[src/rtl/mc_pkg.sv]
// Shared encodings for the multicycle controller: opcodes, functs,
// ALU control codes, mux selects and the FSM state type.
package mc_pkg;

    localparam logic [5:0] OP_RTYPE = 6'b000000;
    localparam logic [5:0] OP_LW    = 6'b100011;
    localparam logic [5:0] OP_SW    = 6'b101011;
    localparam logic [5:0] OP_BEQ   = 6'b000100;
    localparam logic [5:0] OP_J     = 6'b000010;
    localparam logic [5:0] OP_ADDI  = 6'b001000;
    localparam logic [5:0] OP_ANDI  = 6'b001100;
    localparam logic [5:0] OP_ORI   = 6'b001101;

    localparam logic [5:0] FN_ADD = 6'b100000;
    localparam logic [5:0] FN_SUB = 6'b100010;
    localparam logic [5:0] FN_AND = 6'b100100;
    localparam logic [5:0] FN_OR  = 6'b100101;
    localparam logic [5:0] FN_SLT = 6'b101010;

    localparam logic [2:0] ALU_ADD = 3'b010;
    localparam logic [2:0] ALU_SUB = 3'b110;
    localparam logic [2:0] ALU_AND = 3'b000;
    localparam logic [2:0] ALU_OR  = 3'b001;
    localparam logic [2:0] ALU_SLT = 3'b111;

    localparam logic [1:0] SRCB_B    = 2'b00;
    localparam logic [1:0] SRCB_4    = 2'b01;
    localparam logic [1:0] SRCB_IMM  = 2'b10;
    localparam logic [1:0] SRCB_IMM4 = 2'b11;

    localparam logic [1:0] PC_ALU = 2'b00;
    localparam logic [1:0] PC_OUT = 2'b01;
    localparam logic [1:0] PC_JMP = 2'b10;

    typedef enum logic [3:0] {
        S_IDLE,
        S_FETCH,
        S_DECODE,
        S_RTYPE,
        S_RWB,
        S_MEMADR,
        S_MEMRD,
        S_MEMWB,
        S_MEMWR,
        S_BRANCH,
        S_JUMP,
        S_IMMEX,
        S_IMMWB
    } state_t;

endpackage

[src/rtl/mc_ctrl_alu_dec.sv]
// R-type funct decoder: maps funct to an ALU control code and flags
// functs the datapath does not implement.
module alu_dec
    import mc_pkg::*;
(
    input  logic [5:0] funct,
    output logic [2:0] alu_ctl,
    output logic       illegal
);

    always_comb begin
        alu_ctl = ALU_AND;
        illegal = 1'b0;
        case (funct)
            FN_ADD:  alu_ctl = ALU_ADD;
            FN_SUB:  alu_ctl = ALU_SUB;
            FN_AND:  alu_ctl = ALU_AND;
            FN_OR:   alu_ctl = ALU_OR;
            FN_SLT:  alu_ctl = ALU_SLT;
            default: illegal = 1'b1;
        endcase
    end

endmodule

[src/rtl/mc_ctrl.sv]
// Multicycle control FSM: sequences fetch/decode/execute/mem/writeback
// and drives every datapath select and enable, with a memory timeout.
module mc_ctrl
    import mc_pkg::*;
#(
    parameter int MEM_TIMEOUT = 16
) (
    input  logic       clk,
    input  logic       rst,
    input  logic [5:0] opcode,
    input  logic [5:0] funct,
    input  logic       zero,
    input  logic       mem_ready,
    output logic       pc_we,
    output logic       ir_we,
    output logic       iord,
    output logic       mem_rd,
    output logic       mem_wr,
    output logic       reg_we,
    output logic       reg_dst,
    output logic       mem_to_reg,
    output logic       alu_src_a,
    output logic [1:0] alu_src_b,
    output logic       ext_zero,
    output logic [2:0] alu_ctl,
    output logic [1:0] pc_src,
    output logic       instr_done,
    output logic       illegal,
    output logic       mem_err
);

    localparam int CW = (MEM_TIMEOUT > 1) ? $clog2(MEM_TIMEOUT + 1) : 1;
    localparam logic [CW-1:0] CNT_LAST =
        CW'((MEM_TIMEOUT > 0) ? MEM_TIMEOUT - 1 : 0);
    localparam bit TMO_EN = (MEM_TIMEOUT != 0);

    state_t        state_q, state_d;
    logic [CW-1:0] cnt_q, cnt_d;
    logic          mem_err_q, mem_err_d;
    logic          ext_q, ext_d;
    logic          waiting;
    logic [2:0]    fn_ctl;
    logic          fn_bad;

    alu_dec u_alu_dec (
        .funct   (funct),
        .alu_ctl (fn_ctl),
        .illegal (fn_bad)
    );

    always_ff @(posedge clk or posedge rst) begin
        if (rst) begin
            state_q   <= S_IDLE;
            cnt_q     <= '0;
            mem_err_q <= 1'b0;
            ext_q     <= 1'b0;
        end else begin
            state_q   <= state_d;
            cnt_q     <= cnt_d;
            mem_err_q <= mem_err_d;
            ext_q     <= ext_d;
        end
    end

    always_comb begin
        state_d    = state_q;
        cnt_d      = cnt_q;
        mem_err_d  = mem_err_q;
        ext_d      = ext_q;
        waiting    = 1'b0;
        pc_we      = 1'b0;
        ir_we      = 1'b0;
        iord       = 1'b0;
        mem_rd     = 1'b0;
        mem_wr     = 1'b0;
        reg_we     = 1'b0;
        reg_dst    = 1'b0;
        mem_to_reg = 1'b0;
        alu_src_a  = 1'b0;
        alu_src_b  = SRCB_B;
        ext_zero   = 1'b0;
        alu_ctl    = ALU_AND;
        pc_src     = PC_ALU;
        instr_done = 1'b0;
        illegal    = 1'b0;

        unique case (state_q)
            S_IDLE: state_d = S_FETCH;
            S_FETCH: begin
                mem_rd    = 1'b1;
                alu_src_b = SRCB_4;
                alu_ctl   = ALU_ADD;
                ir_we     = mem_ready;
                pc_we     = mem_ready;
                if (mem_ready) state_d = S_DECODE;
                else           waiting = 1'b1;
            end
            S_DECODE: begin
                alu_src_b = SRCB_IMM4;
                alu_ctl   = ALU_ADD;
                case (opcode)
                    OP_RTYPE:        state_d = S_RTYPE;
                    OP_LW, OP_SW:    state_d = S_MEMADR;
                    OP_BEQ:          state_d = S_BRANCH;
                    OP_J:            state_d = S_JUMP;
                    OP_ADDI, OP_ANDI,
                    OP_ORI:          state_d = S_IMMEX;
                    default: begin
                        illegal    = 1'b1;
                        instr_done = 1'b1;
                        state_d    = S_FETCH;
                    end
                endcase
            end
            S_RTYPE: begin
                alu_src_a = 1'b1;
                alu_ctl   = fn_ctl;
                if (fn_bad) begin
                    illegal    = 1'b1;
                    instr_done = 1'b1;
                    state_d    = S_FETCH;
                end else begin
                    state_d = S_RWB;
                end
            end
            S_RWB: begin
                reg_we     = 1'b1;
                reg_dst    = 1'b1;
                instr_done = 1'b1;
                state_d    = S_FETCH;
            end
            S_MEMADR: begin
                alu_src_a = 1'b1;
                alu_src_b = SRCB_IMM;
                alu_ctl   = ALU_ADD;
                state_d   = (opcode == OP_SW) ? S_MEMWR : S_MEMRD;
            end
            S_MEMRD: begin
                mem_rd = 1'b1;
                iord   = 1'b1;
                if (mem_ready) state_d = S_MEMWB;
                else           waiting = 1'b1;
            end
            S_MEMWB: begin
                reg_we     = 1'b1;
                mem_to_reg = 1'b1;
                instr_done = 1'b1;
                state_d    = S_FETCH;
            end
            S_MEMWR: begin
                mem_wr = 1'b1;
                iord   = 1'b1;
                if (mem_ready) begin
                    instr_done = 1'b1;
                    state_d    = S_FETCH;
                end else begin
                    waiting = 1'b1;
                end
            end
            S_BRANCH: begin
                alu_src_a  = 1'b1;
                alu_ctl    = ALU_SUB;
                pc_src     = PC_OUT;
                pc_we      = zero;
                instr_done = 1'b1;
                state_d    = S_FETCH;
            end
            S_JUMP: begin
                pc_src     = PC_JMP;
                pc_we      = 1'b1;
                instr_done = 1'b1;
                state_d    = S_FETCH;
            end
            S_IMMEX: begin
                alu_src_a = 1'b1;
                alu_src_b = SRCB_IMM;
                case (opcode)
                    OP_ANDI: begin
                        alu_ctl  = ALU_AND;
                        ext_zero = 1'b1;
                    end
                    OP_ORI: begin
                        alu_ctl  = ALU_OR;
                        ext_zero = 1'b1;
                    end
                    default: alu_ctl = ALU_ADD;
                endcase
                ext_d   = ext_zero;
                state_d = S_IMMWB;
            end
            S_IMMWB: begin
                reg_we     = 1'b1;
                ext_zero   = ext_q;
                instr_done = 1'b1;
                state_d    = S_FETCH;
            end
            default: state_d = S_IDLE;
        endcase

        // A timeout abandons the access; no write enable was raised while waiting.
        if (waiting) begin
            if (TMO_EN && cnt_q == CNT_LAST) begin
                mem_err_d = 1'b1;
                state_d   = S_FETCH;
                cnt_d     = '0;
            end else begin
                cnt_d = cnt_q + 1'b1;
            end
        end else begin
            cnt_d = '0;
        end
    end

    assign mem_err = mem_err_q;

endmodule

[config.mk]
export PLATFORM = sky130hd
export DESIGN_NAME = mc_ctrl
export DESIGN_NICKNAME = d
export VERILOG_FILES = /design/src/rtl/mc_pkg.sv /design/src/rtl/mc_ctrl_alu_dec.sv /design/src/rtl/mc_ctrl.sv
export SDC_FILE = /design/constraint.sdc
export NUM_CORES = 1
export LEC_CHECK = 0
export CORE_MARGIN = 1.5
export CORE_UTILIZATION = 56
export DETAILED_ROUTE_END_ITERATION = 6
export DONT_BUFFER_PORTS = 1
export GPL_ROUTABILITY_DRIVEN = 0
export PLACE_DENSITY_LB_ADDON = 0.05
export SYNTH_ARGS = -nofsm -noshare
export SYNTH_HDL_FRONTEND = slang
export SYNTH_SLANG_ARGS = --single-unit
[constraint.sdc]
create_clock -name clk -period 1.5 [get_ports clk]
set_input_delay 0 -clock clk [delete_from_list [all_inputs] [get_ports clk]]
set_output_delay 0 -clock clk [all_outputs]
set_load 0.01 [all_outputs]
==> impl_results.md, run 1 <==
- FFs w/ async S/R, synth: 100%
- Post-Synth Simple-Gate Area: 33.9%
- #FFs+latches synth: 11
- Worst-case clock buffer depth: 2
- Port bufs: 0
- Die Ht: 46.2 microns
- Syn nets: around 150
- Syn Area/Cell: 7.69 sq um
- Largest net degree at the start of global routing: 15
- Synth area leader: dfrtp_1
- Die width: ~46 microns
- Synth Area in XOR/XNOR: roughly 3.3%
- Error msg: [ERROR DPL-0038] Utilization greater than 100%, impossible to legalize
- Mux cell area share after synthesis: 2.03%
- Largest family of logic cells by synthesized area: simple AND/OR/NAND/NOR gates
- Status: stopped before the end
- Last worst endpoint in the global-route repair_timing: instr_done
- Synth warn: 0
- Synth Area in Adders: 1.20%
- Total CTS buffers: 3
- Post-DP HPWL: 2.11 mm
- CTS root buffer: clkbuf_4
- Ys flop type: dfrtp_1
- # rows: 15
- Io pins: 36
- Compound-gate portion of the synthesized area: 27.6%
- Share of Yosys cell area claimed by the top area cell type: between 20% and 30%
- Starting Density: 59.9%
- Synthesized instance count: 136
- Netlist cell types: 48
- Stopping stage: global routing (5_1_grt)
- Clock Sinks: 11
- Worst ep type: primary output
- H-tree depth: 1
- EDFF count, synth: 0
- Synth area leaders: dfrtp_1 (26%), nor2_1 (9.0%), a21oi_1 (4.8%)
- Place WS: -74.5 ps
- Cell area after synthesis: 1050 sq um
- Sequential element share of the synthesized area: 26.3%
[cell families after synthesis]
group                    after synthesis
AO/OA/AOI/OAI                         40
XOR/XNOR                               4
flip-flops                            11
multiplexers                           2
adder cells (fa/ha/maj)                1
buffers and inverters                 12
AND/OR/NAND/NOR                       66
[Yosys cell counts (2+ instances only)]
master      n
dfrtp_1    11
a31oi_1     3
nand3_1     7
and2_1      2
a21o_1      2
nor2b_1     6
nand3b_1    2
or3_1       2
nor2_1     25
inv_1       4
nand2b_1    6
nor3_1      2
a21oi_1    10
a211o_1     2
buf_2       2
clkbuf_1    4
a2111oi_2   2
o21ai_0     7
o31ai_1     2
nand4b_1    2
xor2_1      3
nand2_1     4
[timing repair]
| action | 4_1_cts |
|---|---|
| hold endpoints to repair | 13 |
| resized for setup | 58 |
| hold buffers | 8 |
| endpoints found under the setup margin | 17 |
| buffers inserted | 14 |
| pin swaps | 27 |
| gates cloned | 0 |
[per-stage QoR]
step,setup TNS (ps),instance area (sq um),std cells
4_1_cts,-1980,1670,203
3_5_place_dp,-194,1240,177
3_3_place_gp,-84.8,1240,177
2_1_floorplan,-201,1070,136
==> run 2: changes to the inputs <==
Settings changed: CORE_AREA from default to 2 2 63 65, CORE_MARGIN 1.5 to default, CORE_UTILIZATION 56 to default, DIE_AREA from default to 0 0 65 67, PLACE_DENSITY_LB_ADDON 0.05 to 0.15.
Clock period 1.5 ns to 1.95 ns, I/O delays scaled along.
==> run 2 against run 1 <==
Effect of this change:
- the run now ends clean
- synthesized cell count unchanged
- area after synthesis unchanged
==> impl_results.md, run 2 <==
- Final instance area: approximately 1300 sq um
- # rows: 22 (was 15)
- Most common cell after layout, fill and taps aside: nor2_1
- Comb power frac: 60.2%
- Vias in the first global route: 1,017
- CTS root buffer: clkbuf_8 (was clkbuf_4)
- Reg with most FFs: cnt_q
- Tot Pwr: 1.44 mW
- Maximum vdd drop: between 0.2 and 0.3 mV
- ANT nets after route: 0
- Cell area after synthesis: 1050 sq um (unchanged)
- Setup crit start kind: flip-flop
- Pwr dens: 1120 nW/um^2
- Synthesized instance count: 136 (unchanged)
- H-tree depth: 1 (unchanged)
- NetSw: 641 uW
- Port bufs: 0 (unchanged)
- Worst-margin pin slew: 616 ps
- Seq pwr share: between 20% and 30%
- Largest net degree at the start of global routing: 14
- Area grow syn2layout: 22.7%
- Post-DP HPWL: 2.31 mm (was 2.11 mm)
- Synth area leaders: dfrtp_1 (26%), nor2_1 (9.0%), a21oi_1 (4.8%) (unchanged)
- Post-synth top cells: nor2_1 (25), dfrtp_1 (11), a21oi_1 (10) (unchanged)
- Net Sw Frac: 44.5%
- # setup viols final: 0
- WP data arrival: 1860 ps
- Drt drc: 0
- Crit end category: output pin
- Clock-pin slew on the worst setup and hold paths: around 50 ps
- Routed WL: 3.13 mm
- RSZ-0062 raised after global routing: no
- Starting Density: 29.0% (was 59.9%)
- Final hold viol count: 0
- Total CTS buffers: 3 (unchanged)
- Total GRT Usage: between 10% and 20%
- Critical path class: flip-flop to output pin
- Share of Yosys cell area claimed by the top area cell type: 26.3% (unchanged)
- CP max stage delay: around 560 ps
- Die width: 65 microns (was 46.2 microns)
- Share of cells above drive strength 1: between 20% and 30%
- DR WL/cell: around 16 microns
- Die Ht: 67 microns (was 46.2 microns)
- Critical-path cell list: or4b_4 -> a21o_1 -> o32ai_2 -> or3_4
- Cell Area, Placed: 1140 sq um (was 1240 sq um)
- MaxCap Viol Count: 0
- FFs w/ async S/R, synth: 100% (unchanged)
- CP Max Fanout: 7
- Worst-case clock buffer depth: 2 (unchanged)
- Synth warn: 0 (unchanged)
- Slew HR: 58.3%
- LEAKAGE: around 0.55 nW
- WP data required: 1950 ps
- Die ar.: 4360 sq um
- DR iter-0 viols: 57
- Hold Worst Slack: roughly 22 ps
- Core area: around 3600 sq um
- Tmin final: 1860 ps
- Via density: 5.35
- Fin. max-slew vios: 0
- Clock Skew: ~1.2 ps
- Ant diodes: 0
- Slowest-stage cell, CP: or4b_4
- Netlist cell types: 48 (unchanged)
- Worst-Skew Late Latency: 230 ps
- Ys flop type: dfrtp_1 (unchanged)
- #FFs+latches synth: 11 (unchanged)
- Internal: around 800 uW
- Io pins: 36 (unchanged)
- Dpl cells: 187 (was 177)
- Final period utilization: 95.2%
- First-pass GRT wire length: 5.05 mm
- Sequential element share of the synthesized area: 26.3% (unchanged)
- Syn nets: 153 (unchanged)
- Largest regs: cnt_q: 5 flops, state_q: 4 flops
- Clock Sinks: 11 (unchanged)
- Most numerous cell in the Yosys netlist: nor2_1 (unchanged)
- Fmax: roughly 540 MHz
- Post-layout nets: approximately 170
- EDFF count, synth: 0 (unchanged)
- DR vias: ~1.1k
- Most frequent cells in the layout: nor2_1 (25), buf_4 (17), a21oi_1 (10), dfrtp_1 (8), nand3_1 (7)
- Min-Delay Path Class: primary input to flip-flop
- Status: finished, final reports clean (was stopped before the end)
- Post-Layout Cell Count: 201
- Congestion Overflow GR: 0
- Initial antenna violation count: 0
- Syn Area/Cell: 7.69 sq um (unchanged)
- Largest register FFs: 5
- CTS tree: built
- First-pass DRT Iterations: 4
- Synth area leader: dfrtp_1 (unchanged)
- Clock network power share: 16.0%
- Setup Total Neg Slack: 0 ps
-- run 2: cell counts after synthesis --
Identical to the previous run, type by type.
-- run 2: worst paths after layout --
check / startpoint / to / slack, ps / cells after the start
setup / recovery: state_q[3]$_DFF_PP0_ / instr_done / 90 / 4
hold / removal: opcode[2] / state_q[1]$_DFF_PP0_ / 20 / 3
setup reg to reg: state_q[1]$_DFF_PP0_ / state_q[2]$_DFF_PP0_ / 250 / 6
hold reg to reg: cnt_q[0]$_DFF_PP0_ / cnt_q[0]$_DFF_PP0_ / 460 / 1
max in group asynchronous: rst / state_q[0]$_DFF_PP0_ / 1440 / 2
min in group asynchronous: rst / cnt_q[3]$_DFF_PP0_ / 200 / 2
-- run 2: cell type report --
cell class,count,area [sq um]
fill,396,2320
inverter,4,15.0
sequential,11,279
clock buffer,4,45.0
timing repair buffer,21,168
multi-input combinational,113,717
tap,48,60.1
-- run 2: cell families after synthesis --
logic type               Yosys count  share of synthesized area (%)
multiplexers                       2                           2.03
buffers and inverters             12                           5.62
AO/OA/AOI/OAI                     40                           27.6
flip-flops                        11                           26.3
XOR/XNOR                           4                           3.35
adder cells (fa/ha/maj)            1                           1.20
AND/OR/NAND/NOR                   66                           33.9
-- run 2: timing repair --
action | in CTS | in global routing
setup buffers | 0 | 6
resized for setup | 0 | 5
endpoints found under the hold margin | 13 | 0
endpoints found under the setup margin | 0 | 3
hold buffers | 4 | 0
-- run 2: power groups by stage --
stage / clock [mW] / combinational, mW / sequential, mW
final: 0.230 / 0.868 / 0.344
after global routing: 0.249 / 0.958 / 0.352
after CTS: 0.228 / 0.779 / 0.346
after detailed placement: 0 / 0.767 / 0.350
after global placement: 0 / 0.767 / 0.347
after floorplan: 0 / 0.608 / 0.291
-- run 2: critical path: cells and delay by family (launching register included) --
family / cells / cell delay [ps]
AND/OR/NAND/NOR: 2 / 750
flip-flops: 1 / 450
AO/OA/AOI/OAI: 2 / 420
-- run 2: layer usage --
layer	vias up	wire length, microns	track usage, %
met4	0	19	5.85
met2	34	1480	22.3
li1	537	-	-
met1	503	1440	20.7
met3	2	186	2.87
met5	-	0	0
-- run 2: per-stage QoR --
stage | setup slack [ps] | util (%)
final | 93.1 | 35.6
after global routing | 7.17 | 35.6
after CTS | 7.30 | 34.1
after detailed placement | 204 | 31.7
after global placement | 212 | 31.7
after floorplan | 287 | -
No activity file was read; power rests on OpenSTA's default activity.
